--- config.mk ---
export PLATFORM = sky130hd
export DESIGN_NAME = pcie_dma_stats
export DESIGN_NICKNAME = d
export VERILOG_FILES = /design/src/rtl/pcie_dma_stats.sv
export SDC_FILE = /design/constraint.sdc
export NUM_CORES = 1
export LEC_CHECK = 0
export ABC_AREA = 1
export BUFFER_PORTS_ARGS = -buffer_cell sky130_fd_sc_hd__buf_2
export CAP_MARGIN = 15
export CORE_MARGIN = 5
export CORE_UTILIZATION = 50
export CTS_CLUSTER_SIZE = 25
export DETAILED_ROUTE_END_ITERATION = 8
export MAX_ROUTING_LAYER = met4
export PLACE_DENSITY = 0.72
export SLEW_MARGIN = 20
export SYNTH_ARGS = -nofsm -noshare
export SYNTH_HDL_FRONTEND = slang
export SYNTH_SLANG_ARGS = --single-unit
--- constraint.sdc ---
create_clock -name clk -period 2.4 [get_ports clk]
set_clock_uncertainty 0.15 [all_clocks]
set_input_delay 0.36 -clock clk [delete_from_list [all_inputs] [get_ports clk]]
set_output_delay 0.36 -clock clk [all_outputs]
set_load 0.005 [all_outputs]
--- src/rtl/pcie_dma_stats.sv ---
// Per-second DMA traffic statistics: counts TX/RX TLPs and payload DWORDs
// over a fixed window of TICKS_PER_SEC clocks and latches saturated totals
// for the BAR0 register block.
module pcie_dma_stats #(
  parameter int          TCQ           = 1,
  parameter int unsigned TICKS_PER_SEC = 32'd250000000
) (
  input  logic        clk,
  input  logic        sys_rst,
  input  logic        soft_reset,
  input  logic        tx_pkt,
  input  logic [2:0]  tx_dw_cnt,
  input  logic        rx_pkt,
  input  logic [2:0]  rx_dw_cnt,
  output logic [31:0] dma_tx_pps,
  output logic [31:0] dma_tx_dw,
  output logic [31:0] dma_rx_pps,
  output logic [31:0] dma_rx_dw,
  output logic        stats_update
);

  localparam int unsigned CW = 32;
  localparam logic [CW-1:0] TICK_LAST = CW'(TICKS_PER_SEC - 32'd1);

  // A one-cycle window cannot separate accumulate from latch; TCQ is a
  // simulation-only delay and must not be negative.
  if (TICKS_PER_SEC < 2 || TCQ < 0) begin : g_param_check
    $error("pcie_dma_stats: TICKS_PER_SEC must be in 2..2^32-1 and TCQ >= 0");
  end

  // Unsigned add that clamps at all-ones instead of wrapping.
  function automatic logic [CW-1:0] sat_add(input logic [CW-1:0] a,
                                            input logic [CW-1:0] b);
    logic [CW:0] s;
    s = {1'b0, a} + {1'b0, b};
    return s[CW] ? {CW{1'b1}} : s[CW-1:0];
  endfunction

  logic [CW-1:0] tick_q, tick_d;
  logic [CW-1:0] tx_pkt_acc_q, tx_pkt_acc_d, tx_dw_acc_q, tx_dw_acc_d;
  logic [CW-1:0] rx_pkt_acc_q, rx_pkt_acc_d, rx_dw_acc_q, rx_dw_acc_d;
  logic [CW-1:0] tx_pps_q, tx_pps_d, tx_dw_q, tx_dw_d;
  logic [CW-1:0] rx_pps_q, rx_pps_d, rx_dw_q, rx_dw_d;
  logic          update_q, update_d;

  logic [CW-1:0] tx_pkt_sum, tx_dw_sum, rx_pkt_sum, rx_dw_sum;
  logic          terminal;

  // Next-state: accumulate, close the window on the terminal tick, or restart on soft reset.
  always_comb begin
    tx_pkt_sum = sat_add(tx_pkt_acc_q, CW'(tx_pkt));
    tx_dw_sum  = sat_add(tx_dw_acc_q,  CW'(tx_dw_cnt));
    rx_pkt_sum = sat_add(rx_pkt_acc_q, CW'(rx_pkt));
    rx_dw_sum  = sat_add(rx_dw_acc_q,  CW'(rx_dw_cnt));
    terminal   = (tick_q == TICK_LAST);

    tick_d       = tick_q + CW'(1);
    tx_pkt_acc_d = tx_pkt_sum;
    tx_dw_acc_d  = tx_dw_sum;
    rx_pkt_acc_d = rx_pkt_sum;
    rx_dw_acc_d  = rx_dw_sum;
    tx_pps_d     = tx_pps_q;
    tx_dw_d      = tx_dw_q;
    rx_pps_d     = rx_pps_q;
    rx_dw_d      = rx_dw_q;
    update_d     = 1'b0;

    if (soft_reset) begin
      tick_d       = '0;
      tx_pkt_acc_d = '0;
      tx_dw_acc_d  = '0;
      rx_pkt_acc_d = '0;
      rx_dw_acc_d  = '0;
    end else if (terminal) begin
      // Terminal-cycle events belong to the closing window.
      tick_d       = '0;
      tx_pps_d     = tx_pkt_sum;
      tx_dw_d      = tx_dw_sum;
      rx_pps_d     = rx_pkt_sum;
      rx_dw_d      = rx_dw_sum;
      tx_pkt_acc_d = '0;
      tx_dw_acc_d  = '0;
      rx_pkt_acc_d = '0;
      rx_dw_acc_d  = '0;
      update_d     = 1'b1;
    end
  end

  // State and output registers with synchronous reset.
  always_ff @(posedge clk) begin
    if (sys_rst) begin
      tick_q       <= '0;
      tx_pkt_acc_q <= '0;
      tx_dw_acc_q  <= '0;
      rx_pkt_acc_q <= '0;
      rx_dw_acc_q  <= '0;
      tx_pps_q     <= '0;
      tx_dw_q      <= '0;
      rx_pps_q     <= '0;
      rx_dw_q      <= '0;
      update_q     <= 1'b0;
    end else begin
      tick_q       <= tick_d;
      tx_pkt_acc_q <= tx_pkt_acc_d;
      tx_dw_acc_q  <= tx_dw_acc_d;
      rx_pkt_acc_q <= rx_pkt_acc_d;
      rx_dw_acc_q  <= rx_dw_acc_d;
      tx_pps_q     <= tx_pps_d;
      tx_dw_q      <= tx_dw_d;
      rx_pps_q     <= rx_pps_d;
      rx_dw_q      <= rx_dw_d;
      update_q     <= update_d;
    end
  end

  assign dma_tx_pps   = tx_pps_q;
  assign dma_tx_dw    = tx_dw_q;
  assign dma_rx_pps   = rx_pps_q;
  assign dma_rx_dw    = rx_dw_q;
  assign stats_update = update_q;

endmodule

==> results of run 1 <==
-- per-stage QoR --
step                hold WS (ns)  setup WS [ns]
global route              0.0550         0.0207
finish                    0.0320          0.142
detailed placement         0.291         0.0562
floorplan                  0.267          0.120
global placement           0.279          0.104
CTS                      0.00544          0.203
-- state kept, by name, indices dropped and copies added, names as in the netlist --
signal / count
dma_tx_pps: 32
tx_dw_acc_q: 32
dma_tx_dw: 32
tick_q: 32
rx_dw_acc_q: 32
tx_pkt_acc_q: 32
dma_rx_dw: 32
stats_update: 1
dma_rx_pps: 32
rx_pkt_acc_q: 32
-- worst paths after layout --
kind,endpoint,startpoint
min reg2reg,tick_q[0]$_SDFF_PP0_,tick_q[0]$_SDFF_PP0_
max reg2reg,dma_tx_dw[20]$_SDFFE_PP0P_,tick_q[0]$_SDFF_PP0_
min,tx_pkt_acc_q[0]$_SDFF_PP0_,tx_pkt
max,dma_tx_dw[20]$_SDFFE_PP0P_,tick_q[0]$_SDFF_PP0_
-- critical path, cell delays in order, from the launching register on --
cell                      delay [ns]
sky130_fd_sc_hd__dfxtp_1        0.35
sky130_fd_sc_hd__ha_1           0.19
sky130_fd_sc_hd__nand2_2        0.08
sky130_fd_sc_hd__nor2_4         0.11
sky130_fd_sc_hd__nand2_2        0.07
sky130_fd_sc_hd__buf_4          0.16
sky130_fd_sc_hd__nor2_2         0.16
sky130_fd_sc_hd__nand4_4        0.12
sky130_fd_sc_hd__buf_12         0.22
sky130_fd_sc_hd__nand2_1        0.18
sky130_fd_sc_hd__nand2_1        0.06
sky130_fd_sc_hd__nor2_1         0.11
-- area by class of cell --
type	count	area (um2)
Clock buffer	39	856
Inverter	345	1300
Clock inverter	13	171
Fill cell	2912	12300
Tap cell	390	488
Multi-Input combinational cell	1726	7490
Timing Repair Buffer	187	1200
Sequential cell	289	5790
-- cell families after synthesis --
kind of cell | after synthesis
DFF | 289
and+or+nand+nor | 1556
buffers and inverters | 420
xor gates and xnor gates | 50
AOI/OAI and AO/OA | 107
adders and majority gates | 13
-- cells in the mapped netlist (2+ instances only) --
cell type / instances
sky130_fd_sc_hd__a31oi_1: 18
sky130_fd_sc_hd__inv_2: 4
sky130_fd_sc_hd__clkbuf_1: 34
sky130_fd_sc_hd__o21ai_0: 26
sky130_fd_sc_hd__nand3b_1: 49
sky130_fd_sc_hd__xnor2_1: 24
sky130_fd_sc_hd__nand2_1: 817
sky130_fd_sc_hd__nand4_1: 13
sky130_fd_sc_hd__a21oi_1: 62
sky130_fd_sc_hd__nand3_1: 132
sky130_fd_sc_hd__buf_6: 6
sky130_fd_sc_hd__and2_1: 2
sky130_fd_sc_hd__inv_1: 341
sky130_fd_sc_hd__fa_1: 2
sky130_fd_sc_hd__ha_1: 11
sky130_fd_sc_hd__xor2_1: 26
sky130_fd_sc_hd__dfxtp_1: 289
sky130_fd_sc_hd__nor3_1: 13
sky130_fd_sc_hd__nand2_2: 3
sky130_fd_sc_hd__buf_2: 28
sky130_fd_sc_hd__nor2_1: 520
sky130_fd_sc_hd__buf_4: 7
-- routing by layer --
| layer | wire, um | global-route usage | vias to the layer above |
|---|---|---|---|
| met5 | 0 | - | - |
| li1 | - | - | 7622 |
| met2 | 17700 | 0.392 | 332 |
| met1 | 19100 | 0.325 | 6369 |
| met4 | 914 | 0.0605 | 0 |
| met3 | 2320 | 0.0401 | 76 |
-- power by group --
part,internal (mW),total (mW),switching [mW]
sequential,4.81,4.81,0.00618
clock,2.92,4.86,1.94
combinational,0.0654,0.213,0.147
==> impl_summary.txt, run 1 <==
----------------------------------------------------
[Final layout]
  Commonest cells after routing, fill and taps aside ... sky130_fd_sc_hd__nand2_1 (817), sky130_fd_sc_hd__nor2_1 (520), sky130_fd_sc_hd__inv_1 (340)
  Post-Layout Cell Count ... 2989
  Non-Filler Cell Area, Final ... approximately 17000 um2
  Leading cell type in the layout, fill and taps excluded ... sky130_fd_sc_hd__nand2_1
  Antenna diode count ... 0
  Fraction of final layout cells sized beyond drive strength 1 ... 0.0954
  Final Core Density ... 0.585
  Final net count ... roughly 2.6k
  Area added between synthesis and finish ... 15.8%

[Worst hold path]
  WHS Path Cells ... 4
  Type of the worst min-delay path ... in -> reg

[Clocking]
  Number of gates given a new drive strength after cts ... 0
  Worst-Skew Late Latency ... ~0.56 ns
  Clk slew on worst S/H paths ... around 0.060 ns
  Library cell used as clock root buffer ... sky130_fd_sc_hd__clkbuf_16
  CTS Sinks ... about 290
  Number of buffers inserted by hold repair at cts ... 2
  Number of H-tree levels ... 1
  Maximum clock insertion buffer count ... 3
  Number of buffers created by CTS ... 31
  CTS tree ... built
  Setup bufs post-CTS ... 0

[Power]
  Pwr Total ... roughly 10 mW
  Peak VDD IR ... 0.495 mV
  Static leakage power ... about 8.6 nW
  Total power density per cell area ... 572 nW/um2

[Detailed routing]
  Drc violations ... 0
  Count of TritonRoute iterations in the first routing pass ... 6
  Antenna Nets Post-Route ... 0
  Starting DRC count in detailed routing ... around 1000
  Final Routed Wirelength ... between 40000 and 50000 um
  Vias after detailed routing ... between 10k and 15k
  Drt wl/cell ... between 10 and 15 um
  Ratio of routed vias to standard cells ... roughly 4.8

[Setup path]
  Startpoint class of the critical path ... flip-flop
  R2R depth ... 11
  Endpoint kind of the worst setup timing path ... flip-flop
  Worst Path Class, Setup ... reg -> reg
  Worst Path Required ... ~2.7 ns
  Arrival time at the worst endpoint ... approximately 2.6 ns
  Largest driver fanout on the critical path ... 135
  Worst reg-to-reg setup slack ... around 0.14 ns

[Placed design]
  Number of buffers added on ports ... around 140
  Final Wtd Congestion ... 0.964
  Cell total after placement ... between 2k and 3k
  Placed inst area ... about 16000 um2
  DPL Wire Length ... between 20000 and 30000 um

[Yosys]
  Syn. warnings ... 0
  Post-Synthesis Mean Instance Area ... approximately 6.1 um2
  Simple-gate share of the synthesized area ... 0.421
  Count of mapped cells out of synthesis ... 2435
  Number of distinct library cells after synthesis ... 30
  Count of flip-flops with a built-in enable after synthesis ... 0
  Main synth FF type ... sky130_fd_sc_hd__dfxtp_1
  Summed instance area of the synthesized netlist ... between 10000 and 15000 um2
  Synth Area in Adders ... 0.0119
  Asr flop ratio synth ... 0
  Proportion of synthesized chip area in sequential cells ... 0.388
  Share of cell area taken by muxes after synthesis ... 0
  Total of flip-flops plus latches after synthesis ... roughly 290
  Xor and xnor fraction of the mapped netlist area ... 0.0293
  Post-Synthesis Net Count ... approximately 2.5k
  Yosys top cell area share ... 0.388
  Main combinational cell family by area after synthesis ... simple AND/OR/NAND/NOR gates
  Post-synth top area cell ... sky130_fd_sc_hd__dfxtp_1
  Synthesized-area fraction occupied by ao, oa, aoi and oai cells ... 0.0375
  Cells taking the most area after synthesis ... sky130_fd_sc_hd__dfxtp_1 (39%), sky130_fd_sc_hd__nand2_1 (21%), sky130_fd_sc_hd__nor2_1 (13%)

[Die]
  Initial Utilization ... 0.505
  Total die area ... ~33000 um2
  Site row count ... 63
  Die W ... around 180 um
  Placeable core area ... between 20000 and 30000 um2
  Die outline height ... between 150 and 200 um
  Number of I/O pins ... 140

[Timing]
  Count of final max-slew check failures ... 0
  Achievable frequency ... approximately 440 MHz
  Min Tclk post-route ... 2.26 ns
  Number of setup violations in the final report ... 0
  Worst rel slew slack ... 0.503
  Final TNS setup ... 0 ns
  Endpoints failing hold ... 0
  Final cycle utilization of the critical path ... 0.941
  Actual transition at the worst max-transition pin ... between 0.7 and 0.8 ns
  RSZ-0062 raised after global routing ... no

[Global routing]
  Global-route wire length before repair ... roughly 67000 um
  Number of antenna violations at the first check in global routing ... 0
  Aggregate global routing overflow ... 0
  Total global routing track utilization ... 0.244
  Largest net degree at the start of global routing ... roughly 140
  Via count of the first global-routing pass ... between 10k and 15k

[Flow run]
  Number of maximum-capacitance violations ... 0

[Outcome]
  Result of the run ... complete, no violations

----------------------------------------------------
Power figures use the tool's default switching activity.
==> run 2, diff against run 1 <==
--- a/config.mk
+++ b/config.mk
@@ -9,11 +9,11 @@
 export BUFFER_PORTS_ARGS = -buffer_cell sky130_fd_sc_hd__buf_2
 export CAP_MARGIN = 15
 export CORE_MARGIN = 5
-export CORE_UTILIZATION = 50
+export CORE_UTILIZATION = 45
 export CTS_CLUSTER_SIZE = 25
 export DETAILED_ROUTE_END_ITERATION = 8
 export MAX_ROUTING_LAYER = met4
-export PLACE_DENSITY = 0.72
+export PLACE_DENSITY = 0.66
 export SLEW_MARGIN = 20
 export SYNTH_ARGS = -nofsm -noshare
 export SYNTH_HDL_FRONTEND = slang
==> impl_summary.txt, run 2 (synthesis results as in run 1) <==
----------------------------------------------------
[Outcome]
  Result of the run ... complete, no violations

[Setup path]
  R2R depth ... 9 (-2)
  Startpoint class of the critical path ... flip-flop
  Cell with the biggest individual delay on the critical path ... sky130_fd_sc_hd__buf_12
  Crit Reg-Reg Startpoint ... tick_q[0]$_SDFF_PP0_
  Worst Path Class, Setup ... reg -> reg
  Largest driver fanout on the critical path ... 96 (-29%)
  Worst Path Required ... 2.67 ns (-0.07 ns)
  Crit path cell chain ... ha_1, nand2_2, nor2_4, nand2_2, nor3_4, nand2_1, nand2_4, buf_12, nor3b_1
  CP dominant cell by count ... sky130_fd_sc_hd__nand2_2
  Worst reg-to-reg setup slack ... 0.20 ns (+0.05 ns)
  Critical Path Max Stage Delay ... 0.37 ns (+0.02 ns)
  Endpoint of the lowest-slack register-to-register path ... tick_q[2]$_SDFF_PP0_
  Arrival time at the worst endpoint ... 2.48 ns (-0.12 ns)
  Endpoint kind of the worst setup timing path ... flip-flop

[Worst hold path]
  Startpoint of the lowest-slack hold path ... tx_pkt
  Type of the worst min-delay path ... in -> reg
  Hold Path End ... tx_pkt_acc_q[0]$_SDFF_PP0_
  WHS Path Cells ... 4 (unchanged)

[Clocking]
  Worst-Skew Late Latency ... 0.57 ns (about the same)
  Maximum clock insertion buffer count ... 3 (unchanged)
  Number of buffers created by CTS ... 31 (unchanged)
  CTS tree ... built
  Number of H-tree levels ... 1 (unchanged)
  Clk slew on worst S/H paths ... 0.06 ns (about the same)
  CTS Sinks ... 289 (unchanged)
  Library cell used as clock root buffer ... sky130_fd_sc_hd__clkbuf_16

[Die]
  Placeable core area ... 32600 um2 (+10%)
  Initial Utilization ... 0.458 (-0.0474)
  Number of I/O pins ... 140 (unchanged)
  Site row count ... 66 (+4.8%)
  Die outline height ... 192 um (+5.1%)
  Total die area ... 36900 um2 (+10%)
  Die W ... 192 um (+5.1%)

[Power]
  Static leakage power ... 8.59 nW (-0.41%)
  Total power density per cell area ... 566 nW/um2 (-1.1%)
  Peak VDD IR ... 0.523 mV (+5.5%)

[Detailed routing]
  Vias after detailed routing ... 14.2k (-1.1%)
  Antenna Nets Post-Route ... 0 (unchanged)
  Drc violations ... 0 (unchanged)
  Count of TritonRoute iterations in the first routing pass ... 5 (-1)
  Starting DRC count in detailed routing ... 833 (-15%)
  Ratio of routed vias to standard cells ... 4.69 (-2.6%)
  Final Routed Wirelength ... 39300 um (-2.0%)
  Drt wl/cell ... 12.9 um (-3.4%)

[Placed design]
  DPL Wire Length ... 28700 um (-2.9%)
  Pre-CTS worst setup slack ... 0.0698 ns (+0.0137 ns)
  Cell total after placement ... 2977 (+1.4%)
  Number of buffers added on ports ... 139 (unchanged)
  Final Wtd Congestion ... 0.966 (+0.23%)

[Global routing]
  Number of antenna violations at the first check in global routing ... 0 (unchanged)
  Via count of the first global-routing pass ... 13.4k (-2.9%)
  Aggregate global routing overflow ... 0 (unchanged)
  Total global routing track utilization ... 0.214 (-0.0301)
  Global-route wire length before repair ... 64400 um (-4.0%)
  Largest net degree at the start of global routing ... 121 (-11%)

[Timing]
  Actual transition at the worst max-transition pin ... 0.680 ns (-0.0650 ns)
  Achievable frequency ... 454 MHz (+2.4%)
  Endpoints failing hold ... 0 (unchanged)
  Final TNS setup ... 0 ns (unchanged)
  RSZ-0062 raised after global routing ... no
  Count of final max-slew check failures ... 0 (unchanged)
  Hold slack final ... 0.0389 ns (+0.00696 ns)
  Worst rel slew slack ... 0.546 (+0.0433)
  Number of setup violations in the final report ... 0 (unchanged)
  Min Tclk post-route ... 2.20 ns (-0.0535 ns)
  Final cycle utilization of the critical path ... 0.919 (-0.0223)
  Post-route worst setup slack ... 0.196 ns (+0.0535 ns)

[Final layout]
  Leading cell type in the layout, fill and taps excluded ... sky130_fd_sc_hd__nand2_1
  Area added between synthesis and finish ... 15.6%
  Antenna diode count ... 0 (unchanged)
  Count of filler cells inserted in the layout ... 3392 (+16%)
  Post-Layout Cell Count ... 3035 (+1.5%)
  Fraction of final layout cells sized beyond drive strength 1 ... 0.0926 (-0.00286)
  Final net count ... 2595 (-0.35%)
  Commonest cells after routing, fill and taps aside ... sky130_fd_sc_hd__nand2_1 (817), sky130_fd_sc_hd__nor2_1 (520), sky130_fd_sc_hd__inv_1 (340)

[Flow run]
  Number of maximum-capacitance violations ... 0 (unchanged)

----------------------------------------------------
run 2: cell types whose count changed in the layout (fill, tap and decap cells not counted), moves of 2 or more:
| cell | change |
|---|---|
| sky130_fd_sc_hd__clkbuf_8 | +2 |
| sky130_fd_sc_hd__bufinv_16 | -2 |
| sky130_fd_sc_hd__clkinv_2 | +3 |
| sky130_fd_sc_hd__buf_4 | -9 |
run 2: worst max-delay path, delay by kind of cell (launching register included):
kind / cells / cell delay (ns)
buffers and inverters: 1 / 0.37
AND/OR/NAND/NOR: 7 / 0.95
adder cells (fa/ha/maj): 1 / 0.19
flip-flops: 1 / 0.35
run 2: how the worst max path moves through the flow:
stage	endpoint	startpoint	depth (start not counted)	slack, ns
4_1_cts	rx_dw_acc_q[25]$_SDFF_PP0_	tick_q[0]$_SDFF_PP0_	11	0.14
3_5_place_dp	dma_rx_dw[19]$_SDFFE_PP0P_	rx_dw_cnt[0]	12	0.07
6_report	tick_q[2]$_SDFF_PP0_	tick_q[0]$_SDFF_PP0_	9	0.20
3_3_place_gp	dma_tx_dw[12]$_SDFFE_PP0P_	tx_dw_cnt[0]	12	0.11
5_1_grt	rx_dw_acc_q[21]$_SDFF_PP0_	tick_q[0]$_SDFF_PP0_	11	0.01
2_1_floorplan	dma_rx_dw[11]$_SDFFE_PP0P_	rx_dw_cnt[0]	11	0.12
run 2: layout make-up:
class,count,area (um2),share of cell area
multi-input cells,1726,7490,0.434
well taps,442,553,0.0320
inverters,345,1300,0.0752
repair buffers,178,1120,0.0650
clock buffers,42,887,0.0514
clock inverters,13,118,0.00682
flip-flops and latches,289,5790,0.335
run 2: layer usage:
layer  vias up  routed length, um  GRT usage
met2       271              18100      0.358
li1       7616                  -          -
met4         0                752     0.0488
met1      6293              18300      0.274
met3        67               2090     0.0344
met5         -                  0          -
run 2: through the flow:
stage | power, mW | instance area [um2] | utilization
after floorplan | 5.06 | 14900 | -
after global placement | 5.12 | 16200 | 0.497
after detailed placement | 5.12 | 16200 | 0.497
after CTS | 9.88 | 17200 | 0.529
after global routing | 10.1 | 17300 | 0.529
final | 9.77 | 17300 | 0.529
run 2: repair_timing:
action | 4_1_cts | 5_1_grt
hold buffers | 3 | 0
setup endpoints to repair | 0 | 70
resized for setup | 0 | 1
hold endpoints to repair | 9 | 0
buffers inserted | 0 | 0
run 2: power breakdown:
group	internal, mW	switching [mW]
logic	0.0544	0.144
registers	4.81	0.00608
clock network	2.78	1.98
